<file path="config.mk">
export PLATFORM = sky130hd
export DESIGN_NAME = tank_spawn_sched_flat
export DESIGN_NICKNAME = d
export VERILOG_FILES = /design/src/rtl/tank_spawn_sched_if.sv /design/src/rtl/tank_spawn_sched.sv /design/src/flat_wrapper.sv
export SDC_FILE = /design/constraint.sdc
export NUM_CORES = 1
export LEC_CHECK = 0
export CORE_AREA = 8 8 60 62
export DETAILED_ROUTE_END_ITERATION = 8
export DIE_AREA = 0 0 68 70
export PLACE_DENSITY_LB_ADDON = 0.3
export SLEW_MARGIN = 20
export SYNTH_ARGS = -nofsm -noshare
export SYNTH_HDL_FRONTEND = slang
export SYNTH_SLANG_ARGS = --single-unit
</file>
<file path="constraint.sdc">
create_clock -name clk -period 3.45 [get_ports clk]
set_input_delay 0.69 -clock clk [delete_from_list [all_inputs] [get_ports clk]]
set_output_delay 0.69 -clock clk [all_outputs]
set_load 0.005 [all_outputs]
</file>
<file path="src/rtl/tank_spawn_sched_if.sv">
// ----------------------------------------------------------------------------
// tank_spawn_sched_if
// Groups the game-side signals of the enemy tank spawn scheduler.
//
// Signals:
//   tick        game -> sched  one-cycle slow game tick strobe
//   game_en     game -> sched  level, 1 = spawning allowed
//   tank_state  game -> sched  per-slot alive flags (bit i = enemy slot i)
//   tank_en     sched -> game  one-hot, one-cycle spawn grant
//   spawn_idx   sched -> game  index of the most recently granted slot
//   busy        sched -> game  scheduler FSM is not idle
//   spawn_count sched -> game  total grants issued, saturating at 255
//
// Modports:
//   master  the game logic (drives tick/game_en/tank_state)
//   slave   the scheduler
// ----------------------------------------------------------------------------
interface tank_spawn_sched_if;
    logic       tick;
    logic       game_en;
    logic [3:0] tank_state;
    logic [3:0] tank_en;
    logic [1:0] spawn_idx;
    logic       busy;
    logic [7:0] spawn_count;

    modport master (
        output tick, game_en, tank_state,
        input  tank_en, spawn_idx, busy, spawn_count
    );

    modport slave (
        input  tick, game_en, tank_state,
        output tank_en, spawn_idx, busy, spawn_count
    );
endinterface

</file>
<file path="src/rtl/tank_spawn_sched.sv">
// ----------------------------------------------------------------------------
// tank_spawn_sched
// Enemy tank spawn scheduler. After a cooldown of COOLDOWN_TICKS game ticks
// it grants a spawn to the next dead enemy slot in round-robin order,
// provided fewer than MAX_ALIVE tanks are alive. Each grant is a one-cycle
// one-hot pulse on tank_en.
//
// Optional feature (macro SPAWN_ACK_EN): after a grant the FSM waits in ACK
// until the granted slot reports alive or ACK_TIMEOUT clk cycles elapse.
// With the macro undefined no ACK state or timer exists.
//
// Parameters:
//   COOLDOWN_TICKS  0..15   ticks between successive grants
//   MAX_ALIVE       1..4    cap on simultaneously alive tanks
//   ACK_TIMEOUT     1..255  ack wait in clk cycles (SPAWN_ACK_EN only)
//
// Ports:
//   clk   system clock
//   rst   asynchronous active-high reset
//   bus   tank_spawn_sched_if.slave (tick, game_en, tank_state in;
//         tank_en, spawn_idx, busy, spawn_count out)
// ----------------------------------------------------------------------------
module tank_spawn_sched #(
    parameter int COOLDOWN_TICKS = 4,
    parameter int MAX_ALIVE      = 4,
    parameter int ACK_TIMEOUT    = 16
) (
    input  logic                  clk,
    input  logic                  rst,
    tank_spawn_sched_if.slave     bus
);

    // Elaboration-time parameter range checks.
    if (COOLDOWN_TICKS < 0 || COOLDOWN_TICKS > 15) begin : g_bad_cooldown
        $error("COOLDOWN_TICKS out of range 0..15");
    end
    if (MAX_ALIVE < 1 || MAX_ALIVE > 4) begin : g_bad_max_alive
        $error("MAX_ALIVE out of range 1..4");
    end
    if (ACK_TIMEOUT < 1 || ACK_TIMEOUT > 255) begin : g_bad_ack_timeout
        $error("ACK_TIMEOUT out of range 1..255");
    end

    localparam logic [3:0] CNT_LOAD   = 4'(COOLDOWN_TICKS);
    localparam logic [2:0] ALIVE_CAP  = 3'(MAX_ALIVE);

`ifdef SPAWN_ACK_EN
    localparam logic [7:0] ACK_LOAD   = 8'(ACK_TIMEOUT);

    typedef enum logic [1:0] {
        ST_IDLE     = 2'd0,
        ST_COOLDOWN = 2'd1,
        ST_GRANT    = 2'd2,
        ST_ACK      = 2'd3
    } state_t;
`else
    typedef enum logic [1:0] {
        ST_IDLE     = 2'd0,
        ST_COOLDOWN = 2'd1,
        ST_GRANT    = 2'd2
    } state_t;
`endif

    state_t     r_state;
    logic [3:0] r_cnt;
    logic [1:0] r_rr_ptr;
    logic [3:0] r_tank_en;
    logic [1:0] r_spawn_idx;
    logic [7:0] r_spawn_count;
`ifdef SPAWN_ACK_EN
    logic [7:0] r_ack_tmr;
`endif

    logic [2:0] w_alive;
    logic       w_sel_found;
    logic [1:0] w_sel_idx;
    logic [1:0] w_probe;
    logic       w_grant_ok;

    // Number of currently alive enemy tanks.
    assign w_alive = {2'b00, bus.tank_state[0]} + {2'b00, bus.tank_state[1]}
                   + {2'b00, bus.tank_state[2]} + {2'b00, bus.tank_state[3]};

    // Round-robin search for the first dead slot, starting just after the
    // last granted slot. The 2-bit probe wraps naturally, so k=4 revisits
    // rr_ptr itself as the last candidate.
    // NOTE: every signal written here gets a default before the loop, so no
    // path leaves it unassigned and no latch is inferred.
    always_comb begin
        w_sel_found = 1'b0;
        w_sel_idx   = 2'd0;
        w_probe     = 2'd0;
        for (int k = 1; k <= 4; k++) begin
            w_probe = r_rr_ptr + 2'(k);
            if (!w_sel_found && !bus.tank_state[w_probe]) begin
                w_sel_found = 1'b1;
                w_sel_idx   = w_probe;
            end
        end
    end

    assign w_grant_ok = w_sel_found && (w_alive < ALIVE_CAP);

    // Single FSM block; every output is a register updated here.
    // NOTE: sequential state uses non-blocking assignments so all registers
    // sample pre-edge values, regardless of statement order.
    always_ff @(posedge clk or posedge rst) begin
        if (rst) begin
            r_state       <= ST_IDLE;
            r_cnt         <= 4'd0;
            r_rr_ptr      <= 2'd3;
            r_tank_en     <= 4'b0000;
            r_spawn_idx   <= 2'd0;
            r_spawn_count <= 8'd0;
`ifdef SPAWN_ACK_EN
            r_ack_tmr     <= 8'd0;
`endif
        end else begin
            // Grant pulse lasts exactly one cycle: cleared unless re-armed.
            r_tank_en <= 4'b0000;

            if (!bus.game_en) begin
                // Abort from any state; grant history is kept.
                r_state <= ST_IDLE;
                r_cnt   <= 4'd0;
            end else begin
                case (r_state)
                    ST_IDLE: begin
                        // A tick on this edge is ignored: cnt is freshly loaded.
                        r_state <= ST_COOLDOWN;
                        r_cnt   <= CNT_LOAD;
                    end

                    ST_COOLDOWN: begin
                        if (r_cnt == 4'd0) begin
                            if (w_grant_ok) begin
                                // Slot choice is latched here; later
                                // tank_state changes cannot alter it.
                                r_state     <= ST_GRANT;
                                r_tank_en   <= 4'b0001 << w_sel_idx;
                                r_rr_ptr    <= w_sel_idx;
                                r_spawn_idx <= w_sel_idx;
                                if (r_spawn_count != 8'hFF) begin
                                    r_spawn_count <= r_spawn_count + 8'd1;
                                end
                            end
                        end else if (bus.tick) begin
                            r_cnt <= r_cnt - 4'd1;
                        end
                    end

                    ST_GRANT: begin
`ifdef SPAWN_ACK_EN
                        r_state   <= ST_ACK;
                        r_ack_tmr <= ACK_LOAD;
`else
                        r_state <= ST_COOLDOWN;
                        r_cnt   <= CNT_LOAD;
`endif
                    end

`ifdef SPAWN_ACK_EN
                    ST_ACK: begin
                        // Leave on acknowledge, or on the edge where the
                        // timer would reach zero.
                        if (bus.tank_state[r_spawn_idx] || r_ack_tmr <= 8'd1) begin
                            r_state   <= ST_COOLDOWN;
                            r_cnt     <= CNT_LOAD;
                            r_ack_tmr <= 8'd0;
                        end else begin
                            r_ack_tmr <= r_ack_tmr - 8'd1;
                        end
                    end
`endif

                    default: begin
                        r_state <= ST_IDLE;
                        r_cnt   <= 4'd0;
                    end
                endcase
            end
        end
    end

    assign bus.tank_en     = r_tank_en;
    assign bus.spawn_idx   = r_spawn_idx;
    assign bus.spawn_count = r_spawn_count;
    assign bus.busy        = (r_state != ST_IDLE);

endmodule

</file>
<file path="src/flat_wrapper.sv">
// flat-port wrapper written by rule: the top's interface ports become plain ports
module tank_spawn_sched_flat 
#(
    parameter int COOLDOWN_TICKS = 4,
    parameter int MAX_ALIVE      = 4,
    parameter int ACK_TIMEOUT    = 16
)
  (clk, rst, bus_tick, bus_game_en, bus_tank_state, bus_tank_en, bus_spawn_idx, bus_busy, bus_spawn_count);
  tank_spawn_sched_if bus_i ();
  input  logic clk;
  input  logic rst;
  input wire logic [$bits(bus_i.tick)-1:0] bus_tick;
  input wire logic [$bits(bus_i.game_en)-1:0] bus_game_en;
  input wire logic [$bits(bus_i.tank_state)-1:0] bus_tank_state;
  output wire logic [$bits(bus_i.tank_en)-1:0] bus_tank_en;
  output wire logic [$bits(bus_i.spawn_idx)-1:0] bus_spawn_idx;
  output wire logic [$bits(bus_i.busy)-1:0] bus_busy;
  output wire logic [$bits(bus_i.spawn_count)-1:0] bus_spawn_count;
  assign bus_i.tick = bus_tick;
  assign bus_i.game_en = bus_game_en;
  assign bus_i.tank_state = bus_tank_state;
  assign bus_tank_en = bus_i.tank_en;
  assign bus_spawn_idx = bus_i.spawn_idx;
  assign bus_busy = bus_i.busy;
  assign bus_spawn_count = bus_i.spawn_count;
  tank_spawn_sched #(.COOLDOWN_TICKS(COOLDOWN_TICKS), .MAX_ALIVE(MAX_ALIVE), .ACK_TIMEOUT(ACK_TIMEOUT)) u_core (.clk(clk), .rst(rst), .bus(bus_i));
endmodule
</file>
==> Word level (Yosys, flattened, before mapping) <==
Cells that the tools add are included.
{ "word_totals": {"regBits": 22, "input_bits": 8, "output_inout_bits": 15, "word_cells": 72} }
{ "op_classes": {"addsub": 8, "magnitude_cmp": 5, "eq_ne": 7, "shift": 1, "muxes": 28, "reduce_logical": 17} }
{ "op_table": {"columns": ["cell", "count"], "rows": [
  ["$mux 4", 7],
  ["$mux 2", 7],
  ["$lt 2x3->1 const B", 4],
  ["$add 8x1->8 const B", 1],
  ["$bmux 1 s2", 4],
  ["$mux 1", 8],
  ["$ne 8x8->1 const B", 1],
  ["$pmux 4 s2", 1],
  ["$add 3x1->3", 2],
  ["$ne 3x2->1 const B", 2],
  ["$ne 3x3->1 const B", 2],
  ["$logic_not 1->1", 5],
  ["$reduce_and 5->1", 1],
  ["$add 2x2->2 const B", 2],
  ["$logic_and 1x1->1", 4],
  ["$logic_not 4->1", 1],
  ["$pmux 2 s2", 1],
  ["$reduce_and 2->1", 2],
  ["$reduce_and 4->1", 1],
  ["$shl 1x2->4 const A", 1],
  ["$sub 4x1->4 const B", 1],
  ["$lt 3x3->1 const B", 1],
  ["$add 1x1->2", 1],
  ["$add 2x1->2 const B", 1],
  ["5 further kinds", 5]
]} }

==> Longest topological paths before layout <==
Gate-level depths: netlist (run 1).
{ "logic_depth": {"ltp_word": 17, "mapped_depth": 9, "mapped_depth_nobuf": 7} }

==> Worst setup path after synthesis (run 1) <==
No wires, ideal clock.
{ "synth_timing": {"path_kind": "in2reg", "from": "input bus_tank_state[0]", "to": "register u_core.r_spawn_count[1], in the netlist u_core.bus.spawn_count[1]", "setup_ps": 128, "t_arrival_ps": 2430, "t_required_ps": 3322, "setup_slack_ps": 892, "cell_stages": 7, "n_path_buf": 1, "path_cell_list": "ha_1 -> ha_1 -> a21o_1 -> a2111o_1 -> buf_6 -> nor2_1 -> mux2_1"} }
{ "synth_between": {"elab_chain_len": 13, "word_cells_on_any_way": 26, "classes_between": "add/sub: 3; order compare: 1; mux: 12; reduce/logical: 10"} }
{ "synth_rtl": {"columns": ["item", "line_no", "text"], "rows": [
  ["start: declaration", "flat_wrapper.sv:14", "input wire logic [$bits(bus_i.tank_state)-1:0] bus_tank_state;"],
  ["branches (longest 11 deep; another with $add 3x1->3)", null, null],
  ["$logic_and 1x1->1 (*)", "tank_spawn_sched.sv:102", "assign w_grant_ok = w_sel_found && (w_alive < ALIVE_CAP);"],
  ["$reduce_and 5->1 (no line) (*)", null, null],
  ["end signal: assignment", "tank_spawn_sched.sv:144", "r_spawn_count <= r_spawn_count + 8'd1;"],
  ["end: declaration", "tank_spawn_sched.sv:69", "logic [7:0] r_spawn_count;"]
]} }
Mark *: on every way between the ends. The select of a mux whose other input is x is not followed.
A chain may end at the register's enable or synchronous reset.

==> Worst setup path in the final report (run 1) <==
{ "layout_timing": {"from": "input bus_tank_state[1]", "to": "register u_core.r_spawn_count[5], in the netlist u_core.bus.spawn_count[5]"} }
Same word-level chain as after synthesis.

==> results of run 1 <==
[sequential cells by signal, summed over array words and instances (netlist names)]
signal	cells
u_core.bus.tank_en	4
u_core.r_state	2
u_core.bus.spawn_count	8
u_core.r_cnt	4
u_core.r_rr_ptr	2
u_core.bus.spawn_idx	2
[metal layers]
layer	GRT usage, %	routed length [microns]	vias to the layer above
met5	0	0	-
met4	3.42	14	0
met3	3.19	106	2
met2	17.4	1170	13
met1	11.6	962	418
li1	-	-	412
[worst min-delay path, delay by kind of cell (launching register included)]
family	cells	cell delay (ns)
flops	1	0.41
simple gates	2	0.09
[cell type report]
cell class | instances | area, sq um
clock buffers | 3 | 22.5
clock inverters | 1 | 30.0
fillers | 248 | 1230
inverters | 6 | 22.5
multi-input cells | 74 | 533
flip-flops and latches | 22 | 553
well taps | 31 | 38.8
repair buffers | 23 | 228
[cells in the mapped netlist (all sizes together), types with 2 or more instances]
library cell  number  area [sq um]
nand2              9          33.8
nor3               5          25.0
mux2               3          33.8
and4               3          26.3
inv                6          22.5
nand2b             2          12.5
ha                 5          62.6
dfstp              2          52.6
buf                2          16.3
a21oi              2          10.0
nor2b              3          18.8
xor2               8          70.1
nor2               9          33.8
nor4               2          42.5
nand3              7          35.0
dfrtp             20           500
[where the power goes]
group          internal [uW]  total [uW]  switching (uW)
registers                323         382            59.4
logic                    148         266             118
clock network            117         196            78.9
[cell families after synthesis]
family | after synthesis | synth area share [%]
AOI/OAI and AO/OA | 13 | 8.43
xor gates and xnor gates | 9 | 6.98
adders and majority gates | 5 | 5.54
buffers and inverters | 9 | 3.77
DFF | 22 | 49.0
muxes | 3 | 2.99
and+or+nand+nor | 44 | 23.3
[worst paths after layout]
| path | end | slack [ns] | from |
|---|---|---|---|
| setup reg to reg | u_core.bus.spawn_count[5] | 1.20 | u_core.r_cnt[0] |
| min in group asynchronous | u_core.bus.spawn_count[4] | 0.82 | rst |
| hold / removal | u_core.r_rr_ptr[1] | 0.50 | u_core.r_rr_ptr[1] |
| max in group asynchronous | u_core.bus.tank_en[0] | 2.12 | rst |
| setup / recovery | u_core.bus.spawn_count[5] | 0.57 | bus_tank_state[1] |
| hold reg to reg | u_core.r_rr_ptr[1] | 0.50 | u_core.r_rr_ptr[1] |
[placed cells by master, fill, tap and decap left out]
| cell type | synthesis | routed |
|---|---|---|
| inv_1 | 5 | 5 |
| a311oi_1 | 1 | 1 |
| a21o_1 | 1 | 1 |
| nor4_4 | 2 | 2 |
| clkdlybuf4s50_1 | 0 | 22 |
| xnor2_1 | 1 | 1 |
| inv_2 | 1 | 1 |
| bufinv_16 | 0 | 1 |
| a2111o_1 | 1 | 1 |
| nor2_1 | 9 | 9 |
| ha_1 | 5 | 5 |
| clkbuf_4 | 0 | 3 |
| or2_2 | 1 | 1 |
| nor2b_1 | 3 | 3 |
| nand3_1 | 7 | 7 |
| dfrtp_1 | 20 | 20 |
| nand2_1 | 9 | 9 |
| nor3_1 | 5 | 5 |
| nand3b_1 | 1 | 1 |
| or3b_1 | 1 | 1 |
| a21oi_1 | 2 | 2 |
| a2bb2oi_1 | 1 | 1 |
| xor2_1 | 8 | 8 |
| and4_1 | 3 | 3 |
| nor3b_2 | 1 | 1 |
| buf_4 | 0 | 1 |
| dfstp_2 | 2 | 2 |
| o21a_1 | 1 | 1 |
| o22ai_1 | 1 | 1 |
| a221oi_1 | 1 | 1 |
| mux2_1 | 3 | 3 |
| o21ai_0 | 1 | 1 |
| a31oi_1 | 1 | 1 |
| a211oi_1 | 1 | 1 |
| nand2b_1 | 2 | 2 |
| o211ai_1 | 1 | 1 |
[through the flow]
step	power (uW)	cell area [sq um]	util [%]	hold WS, ns	setup WS, ns
final	845	1430	53.6	0.496	0.569
after global routing	900	1430	53.6	0.515	0.398
after CTS	857	1430	53.6	0.499	0.561
after detailed placement	658	1380	51.6	0.479	0.235
after global placement	650	1380	51.6	0.471	0.302
after floorplan	531	1130	-	0.459	0.892
==> run summary, run 1 <==
Syn Std Cell Area -> 1130 sq um
Fin Setup TNS -> 0 ns
Layout area overhead -> 26.5%
CORE AREA -> 2660 sq um
Die area -> 4760 sq um
Top delay family on crit path -> buffers and inverters
Vias -> 845
Initial core utilization -> 42.4%
Fmax -> 347 MHz
Chip Height -> 70 microns
All-Layer GR Usage -> 10.3%
Relative slew slack -> 46.1%
Peak supply drop -> 0.378 mV
Clock Tree Root -> clkbuf_4
Antenna violations before repair -> 0
Slowest-stage cell, CP -> clkdlybuf4s50_1
Critical Path Stages -> 8
Antenna Nets Post-Route -> 0
First-pass GRT wire length -> 3970 microns
Post-CTS setup buffers -> 0
Clock tree buffer depth -> 2
Slew Limit Fails -> 0
Flops & latches, synth -> 22
Outcome -> finished, final reports clean
Worst Setup End Kind -> flop
Worst-path clk slew -> 0.13 ns
Average via count per standard cell -> 5.28
Grt ovf -> 0
Finish-stage setup viols -> 0
Worst setup path category -> in2reg
P per Cell Area -> 592 nW/um^2
Most used DFF post-synth -> dfrtp_1
Hold Path Depth -> 2
WL/cell -> 14.1 microns
CTS tree -> built
Crit-path most repeated cell -> ha_1
IO Pins -> 23
CTS H-tree lvls -> 1
Crit share post-route -> 83.5%
DR DRC count -> 0
Layout cells sized above 1 -> 9.30%
Worst Skew -> 0.0120 ns
RePlAce Congestion -> 0.687
CP arrival -> 3.13 ns
Ys Warns -> 0
Mapped Avg Cell Area -> 10.7 sq um
Startpoint Class -> input pin
Reg2Reg Depth -> 7
Post-DP HPWL -> 1770 microns
Cells along the critical path -> clkdlybuf4s50_1 > ha_1 > ha_1 > a21o_1 > a2111o_1 > buf_4 > nor4_4 > xor2_1
Syn Inst Count -> 105
Final Non-Filler Cells -> 160
Net Count, Synth -> 118
Post-CTS Resized -> 0
Leakage Power -> 0.000640 uW
RSZ-0062 raised after global routing -> false
Final hold vios -> 0
CP Max Fanout -> 7
IO buf count -> 22
Die width -> 68 microns
Maxcap violations -> 0
# clock sinks -> 22
Slowest stage delay, CP -> 0.58 ns
Post-synth EDFFs -> 0
N_diodes -> 0
Iter 0 DRT Violations -> 20
Placed insts -> 156
Largest net degree at the start of global routing -> 23
Total CTS buffers -> 3
Cts hold-fix bufs -> 0
Clock Latency Late Sink -> 0.31 ns
Hold crit path type -> reg2reg
Async SR Flop Fraction -> 100%
Slew @ Worst Pin -> 0.807 ns
Buf/Inv on CP -> 2
Layout Nets -> 143
Tmin final -> 2.88 ns
Vias in the first global route -> 911
FP Rows -> 19
Synth cell types -> 35
Sequential element share of the synthesized area -> 49.0%
Post-Route WL -> 2250 microns
CP required -> 3.70 ns
First-pass iteration count of the detailed router -> 4
Note: power is estimated with default switching activity, not from simulation.
==> run 2: changes to the inputs <==
- clock period: 3.45 -> 2.68 ns (I/O delays scaled with it)
==> run 2 against run 1 <==
Effect of this change: register-to-register slack worse by 0.78 ns; non-clock buffer count increased by 6; final cell count is 3.1% higher; via count grew 1.3%; setup slack worse by 0.42 ns; sequential power is 29% higher; design area is 1.1% higher; critical path type unchanged; largest power group unchanged.
==> run summary, run 2 (synthesized netlist as in run 1, its figures left out) <==
Outcome -> finished, final reports clean (unchanged)
CP Max Fanout -> 6 (was 7)
WL/cell -> 14.3 microns (was 14.1 microns)
CP arrival -> 2.76 ns (was 3.13 ns)
Clk pwr share -> 14.3% (was 23.2%)
Clock Latency Late Sink -> 0.29 ns (was 0.31 ns)
Worst-path clk slew -> 0.11 ns (was 0.13 ns)
First-pass GRT wire length -> 3950 microns (was 3970 microns)
Internal -> 667 uW (was 589 uW)
All-Layer GR Usage -> 10.3% (about the same)
Buf/Inv on CP -> 2 (unchanged)
Relative slew slack -> 48.4% (was 46.1%)
CTS tree -> built (unchanged)
Hold crit path type -> reg2reg (unchanged)
Slowest stage delay, CP -> 0.42 ns (was 0.58 ns)
Placed insts -> 162 (was 156)
Number of flip-flops in the largest register -> 8 (unchanged)
Place WS -> -0.216 ns (was 0.235 ns)
Iter 0 DRT Violations -> 37 (was 20)
RSZ-0062 raised after global routing -> false (unchanged)
Layout cells sized above 1 -> 12.7% (was 9.30%)
Startpoint Class -> input pin (unchanged)
Most frequent cells in the layout -> clkdlybuf4s50_1, dfrtp_1, nor2_1, nand2_1, xor2_1 (unchanged)
Cells along the critical path -> clkdlybuf4s50_1 > ha_1 > ha_1 > a21o_1 > a2111o_1 > buf_4 > nor4_4 > xor2_1 (unchanged)
Initial core utilization -> 42.4% (unchanged)
Largest net degree at the start of global routing -> 23 (unchanged)
Grt ovf -> 0 (unchanged)
Fill count -> 234 (was 248)
Antenna Nets Post-Route -> 0 (unchanged)
Crit-path most repeated cell -> ha_1 (unchanged)
Die width -> 68 microns (unchanged)
Worst Skew -> 0.00273 ns (was 0.0120 ns)
Slowest-stage cell, CP -> clkdlybuf4s50_1 (unchanged)
Final hold vios -> 0 (unchanged)
Flop pwr share -> 49.5% (was 45.2%)
Total CTS buffers -> 3 (unchanged)
Crit share post-route -> 94.3%
Layout Nets -> 149 (was 143)
Worst hold slack -> 0.495 ns (was 0.496 ns)
Top delay family on crit path -> buffers and inverters (unchanged)
Worst Slack Setup Final -> 0.152 ns (was 0.569 ns)
Clock Tree Root -> clkbuf_4 (unchanged)
Fin Setup TNS -> 0 ns (unchanged)
CP required -> 2.91 ns (was 3.70 ns)
Chip Height -> 70 microns (unchanged)
Sw power -> 325 uW (was 256 uW)
Slew @ Worst Pin -> 0.773 ns (was 0.807 ns)
Worst Setup End Kind -> flop (unchanged)
Vias in the first global route -> 917 (was 911)
Vias -> 856 (was 845)
Peak supply drop -> 0.529 mV (was 0.378 mV)
Average via count per standard cell -> 5.19 (was 5.28)
FP Rows -> 19 (unchanged)
CORE AREA -> 2660 sq um (unchanged)
Fmax -> 396 MHz
Area of the multi-input gates -> 533 sq um (unchanged)
Antenna violations before repair -> 0 (unchanged)
RePlAce Congestion -> 0.719 (was 0.687)
Layout area overhead -> 27.8% (was 26.5%)
Slew Limit Fails -> 0 (unchanged)
Finish-stage setup viols -> 0 (unchanged)
First-pass iteration count of the detailed router -> 4 (unchanged)
Commonest non-fill, non-tap cell in the layout -> clkdlybuf4s50_1 (unchanged)
Fin area -> 1440 sq um (was 1430 sq um)
Maxcap violations -> 0 (unchanged)
IO buf count -> 22 (unchanged)
DR DRC count -> 0 (unchanged)
Post-Route WL -> 2350 microns (was 2250 microns)
Gate power share -> 36.2% (was 31.5%)
Tmin final -> 2.53 ns
Storage cell area -> 553 sq um (unchanged)
CTS H-tree lvls -> 1 (unchanged)
Leakage Power -> 0.000656 uW (was 0.000640 uW)
N_diodes -> 0 (unchanged)
Switching Fraction -> 32.8% (was 30.3%)
Die area -> 4760 sq um (unchanged)
Post-DP HPWL -> 1850 microns (was 1770 microns)
Post-CTS setup buffers -> 0 (unchanged)
Clock tree buffer depth -> 2 (unchanged)
Worst setup path category -> in2reg (unchanged)
P per Cell Area -> 688 nW/um^2 (was 592 nW/um^2)
Cts hold-fix bufs -> 0 (unchanged)
# clock sinks -> 22 (unchanged)
IO Pins -> 23 (unchanged)
Post-CTS Resized -> 0 (unchanged)
Final Non-Filler Cells -> 165 (was 160)
Area of placed instances -> 1420 sq um (was 1380 sq um)
## run 2: final cells by class
type | count | area share (%)
Sequential cell | 22 | 38.3
Multi-Input combinational cell | 74 | 36.9
Timing Repair Buffer | 29 | 18.9
Tap cell | 31 | 2.69
Clock buffer | 3 | 1.56
Inverter | 6 | 1.56
## run 2: worst paths after layout
kind                                           start                         to  slack (ns)  depth (start not counted)
min in group asynchronous                        rst  u_core.bus.spawn_count[6]        0.68                          2
max in group asynchronous                        rst      u_core.bus.tank_en[3]        1.53                          2
min                        u_core.bus.spawn_count[5]  u_core.bus.spawn_count[5]        0.49                          1
min reg2reg                u_core.bus.spawn_count[5]  u_core.bus.spawn_count[5]        0.49                          1
max reg2reg                          u_core.r_cnt[0]  u_core.bus.spawn_count[7]        0.42                          7
max                                bus_tank_state[0]  u_core.bus.spawn_count[7]        0.15                          8
## run 2: power groups by stage
stage	Clock, uW	Combinational, uW	Sequential (uW)
after floorplan	0	196	488
after global placement	0	352	493
after detailed placement	0	363	496
after CTS	151	366	490
after global routing	159	398	505
final	142	359	491
## run 2: routing by layer
metal  part of all wire (%)  vias up  track usage (%)
li1                       -      428                -
met1                     42      413             11.0
met5                      0        -                0
met2                     52       13             18.5
met4                   0.51        0             2.28
met3                    5.3        2             3.35
## run 2: worst reg2reg max path: cells and delay by family (launching register included)
kind / cells / cell delay [ns]
compound gates: 1 / 0.39
xor+xnor: 1 / 0.16
fa+ha+maj: 1 / 0.17
buf+inv: 2 / 0.32
flops: 1 / 0.40
simple gates: 2 / 0.75
## run 2: per-stage QoR
stage / util (%) / total power [uW]
after global placement: 53.3 / 845
after floorplan: - / 683
final: 54.2 / 993
after detailed placement: 53.3 / 859
after CTS: 54.2 / 1010
after global routing: 54.2 / 1060
==> run 3: changes to the inputs <==
- SLEW_MARGIN: 20 -> default
==> results of run 3 <==
Same layout as run 2: the final DEF is identical, and so are final timing and power.
